`config.mk`:
```
export PLATFORM = sky130hd
export DESIGN_NAME = uart_reg_bank_param
export DESIGN_NICKNAME = d
export VERILOG_FILES = /design/src/rtl/uart_reg_bank_param.sv
export SDC_FILE = /design/constraint.sdc
export NUM_CORES = 1
export LEC_CHECK = 0
export ABC_AREA = 1
export CAP_MARGIN = 20
export CORE_ASPECT_RATIO = 0.8
export CORE_MARGIN = 4
export CORE_UTILIZATION = 25
export DETAILED_ROUTE_END_ITERATION = 8
export DONT_BUFFER_PORTS = 1
export PLACE_DENSITY = 0.46
export SLEW_MARGIN = 20
export SYNTH_ARGS = -nofsm -noshare
export SYNTH_HDL_FRONTEND = slang
export SYNTH_SLANG_ARGS = --single-unit
```
`constraint.sdc`:
```
create_clock -name clk_in -period 5.1 [get_ports clk_in]
set_input_delay 1.02 -clock clk_in [delete_from_list [all_inputs] [get_ports clk_in]]
set_output_delay 1.02 -clock clk_in [all_outputs]
set_load 0.01 [all_outputs]
```
`src/rtl/uart_reg_bank_param.sv`:
```
// uart_reg_bank_param: UART-fed config register bank with shadowed atomic burst commit
// Ports: clk_in/rst_in (sync, active-high); rx_valid_in/rx_data_in decoded bytes from uart_rx;
// regs_out live registers (reg i at [8i+7:8i]); commit_out pulse when regs_out updates;
// frame_err_out pulse on timeout or rejected frame; tx_valid_out/tx_data_out/tx_ready_in
// read-back stream toward uart_tx, present only when REG_BANK_READBACK_EN is defined.
module uart_reg_bank_param #(
  parameter int                    NUM_REGS     = 16,
  parameter logic [NUM_REGS*8-1:0] RESET_VALUES = '0,
  parameter int                    TIMEOUT_CLKS = 1636800
) (
  input  logic                  clk_in,
  input  logic                  rst_in,
  input  logic                  rx_valid_in,
  input  logic [7:0]            rx_data_in,
  output logic [NUM_REGS*8-1:0] regs_out,
  output logic                  commit_out,
  output logic                  frame_err_out,
  output logic                  tx_valid_out,
  output logic [7:0]            tx_data_out,
  input  logic                  tx_ready_in
);
  localparam int TW = $clog2(TIMEOUT_CLKS);
`ifdef REG_BANK_READBACK_EN
  typedef enum logic [1:0] {IDLE, WDATA, COMMIT, RDATA} state_t;
`else
  typedef enum logic [1:0] {IDLE, WDATA, COMMIT} state_t;
`endif
  state_t                state, nxt;
  logic                  rv;
  logic [7:0]            rd;
  logic [3:0]            addr;
  logic [2:0]            cnt;
  logic [TW-1:0]         tcnt;
  logic [NUM_REGS*8-1:0] live, shadow;
  logic                  busy, expire;
  assign regs_out = live;
`ifdef REG_BANK_READBACK_EN
  logic       tx_valid, hs;
  logic [7:0] tx_data, peek;
  logic [3:0] sel;
  assign busy = state == WDATA || state == RDATA;
  assign hs = tx_valid && tx_ready_in;
  // the first read byte is fetched straight from the header's address field
  assign sel = state == IDLE ? rd[3:0] : addr;
  assign tx_valid_out = tx_valid;
  assign tx_data_out = tx_data;
  always_comb begin
    peek = 8'h00;
    for (int i = 0; i < NUM_REGS; i++) if (sel == 4'(i)) peek = live[i*8+:8];
  end
`else
  logic unused_tx_ready;
  assign unused_tx_ready = tx_ready_in;
  assign busy = state == WDATA;
  assign tx_valid_out = 1'b0;
  assign tx_data_out = 8'h00;
`endif
  // a byte in the same cycle as expiry wins over the timeout
  assign expire = busy && !rv && tcnt == TW'(TIMEOUT_CLKS - 1);
  always_comb begin
    nxt = state;
    case (state)
`ifdef REG_BANK_READBACK_EN
      IDLE:   nxt = !rv ? IDLE : rd[7] ? RDATA : WDATA;
      RDATA:  nxt = expire || (hs && cnt == 3'd0) ? IDLE : RDATA;
`else
      IDLE:   nxt = rv && !rd[7] ? WDATA : IDLE;
`endif
      WDATA:  nxt = rv && cnt == 3'd0 ? COMMIT : expire ? IDLE : WDATA;
      COMMIT: nxt = IDLE;
      default: nxt = IDLE;
    endcase
  end
  always_ff @(posedge clk_in) state <= rst_in ? IDLE : nxt;
  // rx bytes pass through one register stage, giving the two-edge commit latency
  always_ff @(posedge clk_in) begin
    if (rst_in) begin
      rv <= 1'b0;
      rd <= 8'h00;
      addr <= 4'd0;
      cnt <= 3'd0;
      tcnt <= '0;
      live <= RESET_VALUES;
      shadow <= RESET_VALUES;
      commit_out <= 1'b0;
      frame_err_out <= 1'b0;
`ifdef REG_BANK_READBACK_EN
      tx_valid <= 1'b0;
      tx_data <= 8'h00;
`endif
    end else begin
      rv <= rx_valid_in;
      rd <= rx_data_in;
      tcnt <= rv || !busy ? '0 : expire ? tcnt : tcnt + TW'(1);
      commit_out <= state == COMMIT;
`ifdef REG_BANK_READBACK_EN
      frame_err_out <= expire;
`else
      frame_err_out <= expire || (state == IDLE && rv && rd[7]);
`endif
      if (state == IDLE && rv) begin
        addr <= rd[3:0];
        cnt <= rd[6:4];
      end
      if (state == WDATA && rv) begin
        for (int i = 0; i < NUM_REGS; i++) if (addr == 4'(i)) shadow[i*8+:8] <= rd;
        addr <= addr + 4'd1;
        cnt <= cnt - 3'd1;
      end
      if (expire) shadow <= live;
      if (state == COMMIT) live <= shadow;
`ifdef REG_BANK_READBACK_EN
      if (state == IDLE && rv && rd[7]) begin
        tx_valid <= 1'b1;
        tx_data <= peek;
        addr <= rd[3:0] + 4'd1;
      end
      if (state == RDATA && hs) begin
        tx_valid <= cnt != 3'd0;
        if (cnt != 3'd0) tx_data <= peek;
        addr <= addr + 4'd1;
        cnt <= cnt - 3'd1;
      end
      if (expire) tx_valid <= 1'b0;
`endif
    end
  end
endmodule

```
==> impl_metrics.toml, run 1 <==
[run_status]
status = "finished, final reports clean"

[global_route]
grt-ovfl-total = 0
antenna_found_initial = 0
grt_pass1_wl_um = 70100
grt_pass1_vias = 11298
grt_usage_pct = 15.5
grt_max_degree = 118

[cts]
clockBufferDepth = 3
postCtsHoldBufs = 0
cts-root-buf = "clkbuf_16"
cts_resized = 0
postCtsSetupRepairBufs = 0
cts_buffers = 37
cts-htree-levels = 2
cts_tree = "yes"
clkLatencyLatePin_ns = 0.55
clk_pin_slew_ns = 0.06
cts.sinks = 297

[critical_path]
startpoint_type = "flip-flop"
critPathTopFamily = "simple AND/OR/NAND/NOR gates"
crit_buf_inv = 2
path_cells = "ha_1 -> nand3_2 -> nor2_1 -> nand3_4 -> buf_4 -> nand3_1 -> nand3_1 -> nand2_1 -> inv_1"
cp_max_fo = 73
required_ns = 5.54
r2r_start = "tcnt[0]"
max_stage_delay_ns = 0.72
crit_slowest_cell = "nand3_4"
critical_path_class = "flip-flop to flip-flop"
regToRegSetupSlack_ns = 2.21
critPathMostFrequentCell = "nand3_1"
r2r-end = "shadow[73]"
crit_path_end_kind = "flip-flop"
reg2regPathDepth = 9
arrival_ns = 3.34

[sta]
worstMarginPinSlew_ns = 1.05
setup_ws_ns = 2.21
finalHoldViolCount = 0
fmax_mhz = 346
drv_slew = 0
finClkSkew_ns = 0.0203
hold_ws_ns = 0.458
setup_viol = 0
slew_headroom_pct = 29.5
rsz0062_at_grt = "no"
period_minus_slack_ns = 2.89
fin_setup_tns_ns = 0
period_share_pct = 56.7

[power]
p_comb_share_pct = 2.2
power_density_nw_per_um2 = 343
p_leak_nw = 6.96
share_seq_of_total_power_pct = 47.4
p_int_mw = 3.86
vdd_ir_drop_max_mv = 0.214
swShare_pct = 24.1
p_sw_mw = 1.22
clkPwrFrac_pct = 50.3

[yosys]
ys_seq_area_share_pct = 44.3
synth_area_um2 = 13400
synth_warnings = 0
synth_area_leaders = "dfxtp_1 (44%), nand3_1 (18%), nor2_1 (8.8%)"
post-synth-top-area-fraction_pct = 44.3
syn_area_per_cell_um2 = 7.16
synthCells = 1873
synth_cell_types = 36
synth_seq_cells = 297
synth_top_cell_by_area = "dfxtp_1"

[drt]
drcViolationCount = 0
vias = 12129
routed_wl_um = 46000
drtIter0Drc = 1083
antenna_left = 0
drtPass1Iterations = 5
vias_per_cell = 4.83
wl_per_cell_um = 18.3

[place]
preCtsSetupSlack_ns = 2.14
hpwl_um = 26200
finalWeightedCongestion = 0.795
port_buffers = 0

[min_path]
min_path_type = "flip-flop to flip-flop"
holdCritStartpoint = "shadow[2]"
hold_end = "regs_out[2]"
holdPathStages = 2

[floorplan]
io_pins = 151
initial_core_util_pct = 25.4
die_y_um = 215
core_area_um2 = 52700
die_area_um2 = 57500
fp.dieW_um = 267
placementRows = 75

[cells_and_area]
final_nets = 1814
syn_to_final_growth_pct = 10.4
final_core_util_pct = 28.1
drive_gt1_share_pct = 7.81
n_fill_cell = 5720
insertedDiodeCount = 0

[job]
max_cap_violations = 0
state kept, by name, indices dropped and copies added (netlist names):
| name | flops |
|---|---|
| shadow | 128 |
| regs_out | 128 |
| addr | 4 |
| rv | 1 |
| frame_err_out | 1 |
| cnt | 3 |
| rd | 8 |
| tcnt | 21 |
| state | 2 |
| commit_out | 1 |
area by class of cell:
type                       count  area [µm²]  area share (%)
sequential                   297        5950            40.2
multi-input combinational   1241        5920            40.0
clock buffer                  51        1050            7.10
tap                          693         867            5.85
inverter                     201         763            5.15
timing repair buffer          17         160            1.08
clock inverter                12        95.1           0.642
kinds of logic after synthesis:
| logic type | Yosys count | synth area share [%] |
|---|---|---|
| flip-flops | 297 | 44.3 |
| AO/OA/AOI/OAI | 186 | 7.00 |
| adder cells (fa/ha/maj) | 7 | 0.653 |
| buffers and inverters | 343 | 11.9 |
| AND/OR/NAND/NOR | 1030 | 35.5 |
| other | 1 | 0.0280 |
| XOR/XNOR | 9 | 0.588 |
per-layer routing:
| layer | track usage, % | share of wire, % | up-vias |
|---|---|---|---|
| met5 | 0 | 0 | - |
| met4 | 4.19 | 2.0 | 0 |
| met3 | 4.49 | 7.1 | 67 |
| met2 | 23.6 | 43 | 304 |
| met1 | 21.6 | 47 | 5815 |
| li1 | - | - | 5943 |
tightest hold or removal path, stage by stage, from the launching register on:
cell	delay, ns
dfxtp_1	0.30
inv_1	0.06
a21oi_1	0.06
cells in the mapped netlist:
cell	instances
xor2_1	5
conb_1	1
nand4_1	13
inv_2	16
nand3_2	28
dfxtp_1	297
inv_1	181
or3_1	1
o21ai_0	143
or2_2	2
a21oi_1	31
nand3b_1	1
nor3b_1	1
buf_4	13
nand3_1	478
nor3_1	6
clkbuf_1	67
nor2_1	315
ha_1	7
nand2_1	170
nor4_1	1
clkinv_1	3
o21ai_1	9
buf_8	2
nor2_2	2
nor3_2	4
buf_2	17
xnor2_1	4
nor2_4	3
a31oi_1	1
nand2_2	5
o211ai_1	1
buf_6	29
a221oi_1	1
buf_1	14
clkinv_2	1
cells in the final DEF (no fill, tap or decap), types with 2 or more instances in the layout:
cell type,instances
nand3_1,478
nor2_1,314
dfxtp_1,290
inv_1,180
nand2_1,170
o21ai_0,143
clkbuf_16,39
a21oi_1,31
nand3_2,27
inv_2,16
buf_4,15
nand4_1,13
o21ai_1,9
clkinv_2,9
conb_1,9
clkbuf_1,9
ha_1,7
dfxtp_2,7
nor3_1,6
xor2_1,5
nor2_4,5
nand2_2,5
nor3_2,4
xnor2_1,4
inv_6,3
clkbuf_8,3
clkinv_1,2
or2_2,2
worst max-delay path by stage:
stage             from    endpoint  slack, ns  depth (start not counted)
4_1_cts        tcnt[0]  shadow[73]       2.19                          9
6_report       tcnt[0]  shadow[73]       2.21                          9
2_1_floorplan   rst_in    tcnt[10]       3.06                          7
3_3_place_gp    rst_in    tcnt[11]       2.17                          5
5_1_grt        tcnt[0]  shadow[67]       1.89                          9
3_5_place_dp    rst_in    tcnt[11]       2.14                          5
power by group through the flow:
| stage | registers (mW) | clock network, mW | logic (mW) |
|---|---|---|---|
| floorplan | 2.41 | 0 | 0.103 |
| global placement | 2.46 | 0 | 0.112 |
| detailed placement | 2.46 | 0 | 0.113 |
| CTS | 2.41 | 2.66 | 0.114 |
| global route | 2.41 | 2.75 | 0.128 |
| finish | 2.41 | 2.56 | 0.113 |
through the flow:
| stage | cell area, µm² | instances | power (mW) |
|---|---|---|---|
| after floorplan | 13400 | 1881 | 2.52 |
| after global placement | 13600 | 2448 | 2.57 |
| after detailed placement | 13700 | 2449 | 2.57 |
| after CTS | 14800 | 2512 | 5.18 |
| after global routing | 14800 | 2512 | 5.29 |
| final | 14800 | 2512 | 5.08 |
Power figures use the tool's default switching activity.
==> run 2: changes to the inputs <==
PLACE_DENSITY = 0.48   (was 0.46)
clock period = 2.6 ns   (was 5.1 ns; I/O delays follow)
==> run 2 against run 1 <==
  * Clock power up 95%
  * Flip-flop and latch count unchanged
  * Total power up 96%
  * Global-route usage down 0.31 points
  * Maximum frequency up 30%
  * Critical path depth unchanged
  * Sequential power up 96%
  * Clock skew down 0.0028 ns
  * Design area up 1.5%
  * Non-clock buffer count up 13
  * Clock-buffer cell count down 1
  * Largest cell class unchanged
  * Largest power group unchanged
  * Highest routed layer unchanged
==> impl_metrics.toml, run 2 (same netlist as run 1, synthesis figures left out) <==
[min_path]
min_path_type = "input port to flip-flop"

[cts]
postCtsHoldBufs = 0
cts_buffers = 36
cts_resized = 0
postCtsSetupRepairBufs = 0
clockBufferDepth = 3
cts_tree = "yes"
clkLatencyLatePin_ns = 0.54
cts-htree-levels = 2
clk_pin_slew_ns = 0.06
cts-root-buf = "clkbuf_16"
cts.sinks = 297

[sta]
period_share_pct = 85.5
finalHoldViolCount = 0
finClkSkew_ns = 0.0175
period_minus_slack_ns = 2.22
drv_slew = 0
worstMarginPinSlew_ns = 0.896
fmax_mhz = 450
slew_headroom_pct = 40.3
fin_setup_tns_ns = 0
rsz0062_at_grt = "no"
setup_viol = 0

[critical_path]
required_ns = 3.09
crit_path_end_kind = "flip-flop"
critical_path_class = "flip-flop to flip-flop"
cp_max_fo = 9
arrival_ns = 2.71
startpoint_type = "flip-flop"

[global_route]
grt-ovfl-total = 0
grt_usage_pct = 15.2
grt_max_degree = 133
grt_pass1_wl_um = 68800
grt_pass1_vias = 11161
antenna_found_initial = 1

[power]
vdd_ir_drop_max_mv = 0.301
power_density_nw_per_um2 = 662
p_leak_nw = 7.07

[floorplan]
die_area_um2 = 57500
io_pins = 151
die_y_um = 215
core_area_um2 = 52700
fp.dieW_um = 267
placementRows = 75
initial_core_util_pct = 25.4

[run_status]
status = "finished, final reports clean"

[place]
finalWeightedCongestion = 0.791
port_buffers = 0
hpwl_um = 26500
placed_area_um2 = 13900

[job]
max_cap_violations = 0

[drt]
vias = 12170
routed_wl_um = 45400
vias_per_cell = 4.81
drtIter0Drc = 1006
wl_per_cell_um = 18.0
drtPass1Iterations = 5
antenna_left = 0
drcViolationCount = 0

[cells_and_area]
final_common_cell = "nand3_1"
drive_gt1_share_pct = 8.66
finalInstanceArea_um2 = 15000
n_fill_cell = 5708
final_nets = 1826
syn_to_final_growth_pct = 12.0
layout_common_cells = "nand3_1 (478), nor2_1 (314), dfxtp_1 (291)"
insertedDiodeCount = 0
final_core_util_pct = 28.5
[run 2: cell types whose count changed in the layout (fill, tap and decap cells not counted), moves of 2 or more]
cell / previous run / this run
buf_4: 15 / 19
buf_12: 1 / 11
clkinvlp_4: 1 / 4
clkbuf_16: 39 / 37
clkbuf_1: 9 / 7
clkbuf_8: 3 / 6
[run 2: worst max-delay path, stage by stage, from the launching register on]
cell,delay (ns)
dfxtp_1,0.45
nand2_2,0.16
nor2_4,0.22
buf_4,0.22
nand3_1,0.41
clkinv_1,0.34
nand3_1,0.11
nand3_1,0.13
nand2_1,0.06
inv_1,0.06
[run 2: routing by layer]
| metal | vias up | routed length [µm] | GRT usage, % |
|---|---|---|---|
| li1 | 5957 | - | - |
| met1 | 5800 | 21400 | 22.0 |
| met2 | 351 | 19400 | 22.4 |
| met3 | 62 | 3720 | 3.98 |
| met4 | 0 | 887 | 4.01 |
| met5 | - | 0 | 0 |
[run 2: area by class of cell]
| type | count | area, µm² | share of cell area (%) |
|---|---|---|---|
| Clock inverter | 16 | 126 | 0.841 |
| Timing Repair Buffer | 30 | 363 | 2.41 |
| Multi-Input combinational cell | 1241 | 5920 | 39.4 |
| Clock buffer | 50 | 1030 | 6.89 |
| Tap cell | 693 | 867 | 5.77 |
| Inverter | 201 | 763 | 5.08 |
| Sequential cell | 297 | 5950 | 39.6 |
[run 2: path summary, 6_finish.rpt]
kind                  start          end  slack [ns]  cells after the start
setup / recovery         rv  shadow[100]        0.38                      9
hold / removal       rst_in      addr[3]        0.05                      1
setup reg to reg         rv  shadow[100]        0.38                      9
hold reg to reg   shadow[3]  regs_out[3]        0.45                      2
[run 2: per-stage QoR]
step           worst slack (ns)  power (mW)  hold slack [ns]  instances
3_3_place_gp              0.372        5.06            0.437       2462
6_report                  0.378        9.95           0.0503       2528
4_1_cts                   0.337        10.1           0.0160       2528
5_1_grt                   0.201        10.3           0.0133       2528
3_5_place_dp              0.335        5.06            0.445       2462
2_1_floorplan             0.988        4.93            0.430       1881
[run 2: where the power goes]
part / internal (mW) / switching [mW]
registers: 4.60 / 0.125
clock network: 2.90 / 2.08
logic: 0.0623 / 0.179
total: 7.56 / 2.39
==> run 3: changes to the inputs <==
MAX_ROUTING_LAYER = met4   (was not set)
==> run 3 against run 2 <==
  * First-iteration DRC count decreased by 5.6%
  * Clock power is essentially flat
  * Via count rose by 0.75%
  * Largest cell class unchanged
  * Combinational power hardly changed
  * Sequential share of layout area unchanged
  * Critical endpoint unchanged
  * Global-route usage increased by 0.42 points
  * Sequential power hardly changed
  * Utilization is the same
==> impl_metrics.toml, run 3 (same netlist as run 1, synthesis figures left out) <==
[sta]
period_minus_slack_ns = 2.25
fmax_mhz = 444
rsz0062_at_grt = "no"
slew_headroom_pct = 39.7
drv_slew = 0
finClkSkew_ns = 0.0181
setup_viol = 0
worstMarginPinSlew_ns = 0.905
setup_ws_ns = 0.348
period_share_pct = 86.6
finalHoldViolCount = 0
fin_setup_tns_ns = 0

[global_route]
grt_pass1_vias = 11169
antenna_found_initial = 1
grt_pass1_wl_um = 68700
grt_usage_pct = 15.6
grt_max_degree = 133
grt-ovfl-total = 0

[critical_path]
max_stage_delay_ns = 0.46
cp_max_fo = 9
crit_slowest_cell = "dfxtp_1"
crit_path_end_kind = "flip-flop"
critical_path_class = "flip-flop to flip-flop"
crit_buf_inv = 3
critPathMostFrequentCell = "nand3_1"
critPathTopFamily = "simple AND/OR/NAND/NOR gates"
arrival_ns = 2.74
path_cells = "nand2_2 -> nor2_4 -> buf_4 -> nand3_1 -> clkinv_1 -> nand3_1 -> nand3_1 -> nand2_1 -> inv_1"
startpoint_type = "flip-flop"
required_ns = 3.09

[drt]
drcViolationCount = 0
vias_per_cell = 4.85
vias = 12261
routed_wl_um = 45400
wl_per_cell_um = 18.0
drtIter0Drc = 950
antenna_left = 0
drtPass1Iterations = 6

[run_status]
status = "finished, final reports clean"

[cts]
clk_pin_slew_ns = 0.06
clockBufferDepth = 3
cts-root-buf = "clkbuf_16"
clkLatencyLatePin_ns = 0.55
cts_buffers = 36
cts-htree-levels = 2
cts_tree = "yes"
postCtsSetupRepairBufs = 0
cts_resized = 0
postCtsHoldBufs = 0
cts.sinks = 297

[power]
share_seq_of_total_power_pct = 47.5
p_leak_nw = 7.07
p_sw_mw = 2.39
swShare_pct = 24.0
vdd_ir_drop_max_mv = 0.301
clkPwrFrac_pct = 50.1
power_density_nw_per_um2 = 662
p_int_mw = 7.56
p_comb_share_pct = 2.4

[min_path]
min_path_type = "input port to flip-flop"

[cells_and_area]
syn_to_final_growth_pct = 12.0
layout_common_cells = "nand3_1 (478), nor2_1 (314), dfxtp_1 (291)"
final_nets = 1826
multi_input_area_um2 = 5920
seqCellArea_um2 = 5950
final_common_cell = "nand3_1"
finalInstanceArea_um2 = 15000
drive_gt1_share_pct = 8.66
n_fill_cell = 5708
insertedDiodeCount = 0

[place]
finalWeightedCongestion = 0.803
hpwl_um = 26500
port_buffers = 0
preCtsSetupSlack_ns = 0.335
placed_area_um2 = 13900

[floorplan]
placementRows = 75
die_y_um = 215
io_pins = 151
fp.dieW_um = 267
die_area_um2 = 57500
initial_core_util_pct = 25.4
core_area_um2 = 52700

[job]
max_cap_violations = 0
-- run 3: layer usage --
| layer | GRT usage [%] | part of all wire, % |
|---|---|---|
| met5 | - | 0 |
| met4 | 4.00 | 1.9 |
| met3 | 3.95 | 7.9 |
| met2 | 22.4 | 43 |
| met1 | 21.9 | 47 |
-- run 3: layout make-up --
cell class / count / area share, %
sequential: 297 / 39.6
multi-input combinational: 1241 / 39.4
clock buffer: 50 / 6.89
tap: 693 / 5.77
inverter: 201 / 5.08
timing repair buffer: 30 / 2.41
clock inverter: 16 / 0.841
-- run 3: power by group through the flow --
stage | clock, mW | combinational [mW] | sequential (mW)
3_5_place_dp | 0 | 0.242 | 4.82
5_1_grt | 5.35 | 0.269 | 4.72
2_1_floorplan | 0 | 0.201 | 4.73
3_3_place_gp | 0 | 0.240 | 4.82
4_1_cts | 5.16 | 0.243 | 4.72
6_report | 4.99 | 0.241 | 4.72
-- run 3: worst register-to-register path, delay by kind of cell (launching register included) --
| family | cells | cell delay (ns) |
|---|---|---|
| buffers and inverters | 3 | 0.64 |
| and+or+nand+nor | 6 | 1.11 |
| DFF | 1 | 0.46 |
-- run 3: through the flow --
stage | total power [mW] | utilization (%) | hold WS [ns] | instances
after floorplan | 4.93 | - | 0.430 | 1881
after global placement | 5.06 | 26.3 | 0.437 | 2462
after detailed placement | 5.06 | 26.3 | 0.445 | 2462
after CTS | 10.1 | 28.5 | 0.0160 | 2528
after global routing | 10.3 | 28.5 | 0.0133 | 2528
final | 9.95 | 28.5 | 0.0501 | 2528
-- run 3: final timing paths --
kind,from,to,slack [ns],depth (start not counted)
max,rv,shadow[100],0.35,9
min,rst_in,cnt[0],0.05,1
max reg2reg,rv,shadow[100],0.35,9
min reg2reg,shadow[3],regs_out[3],0.45,2
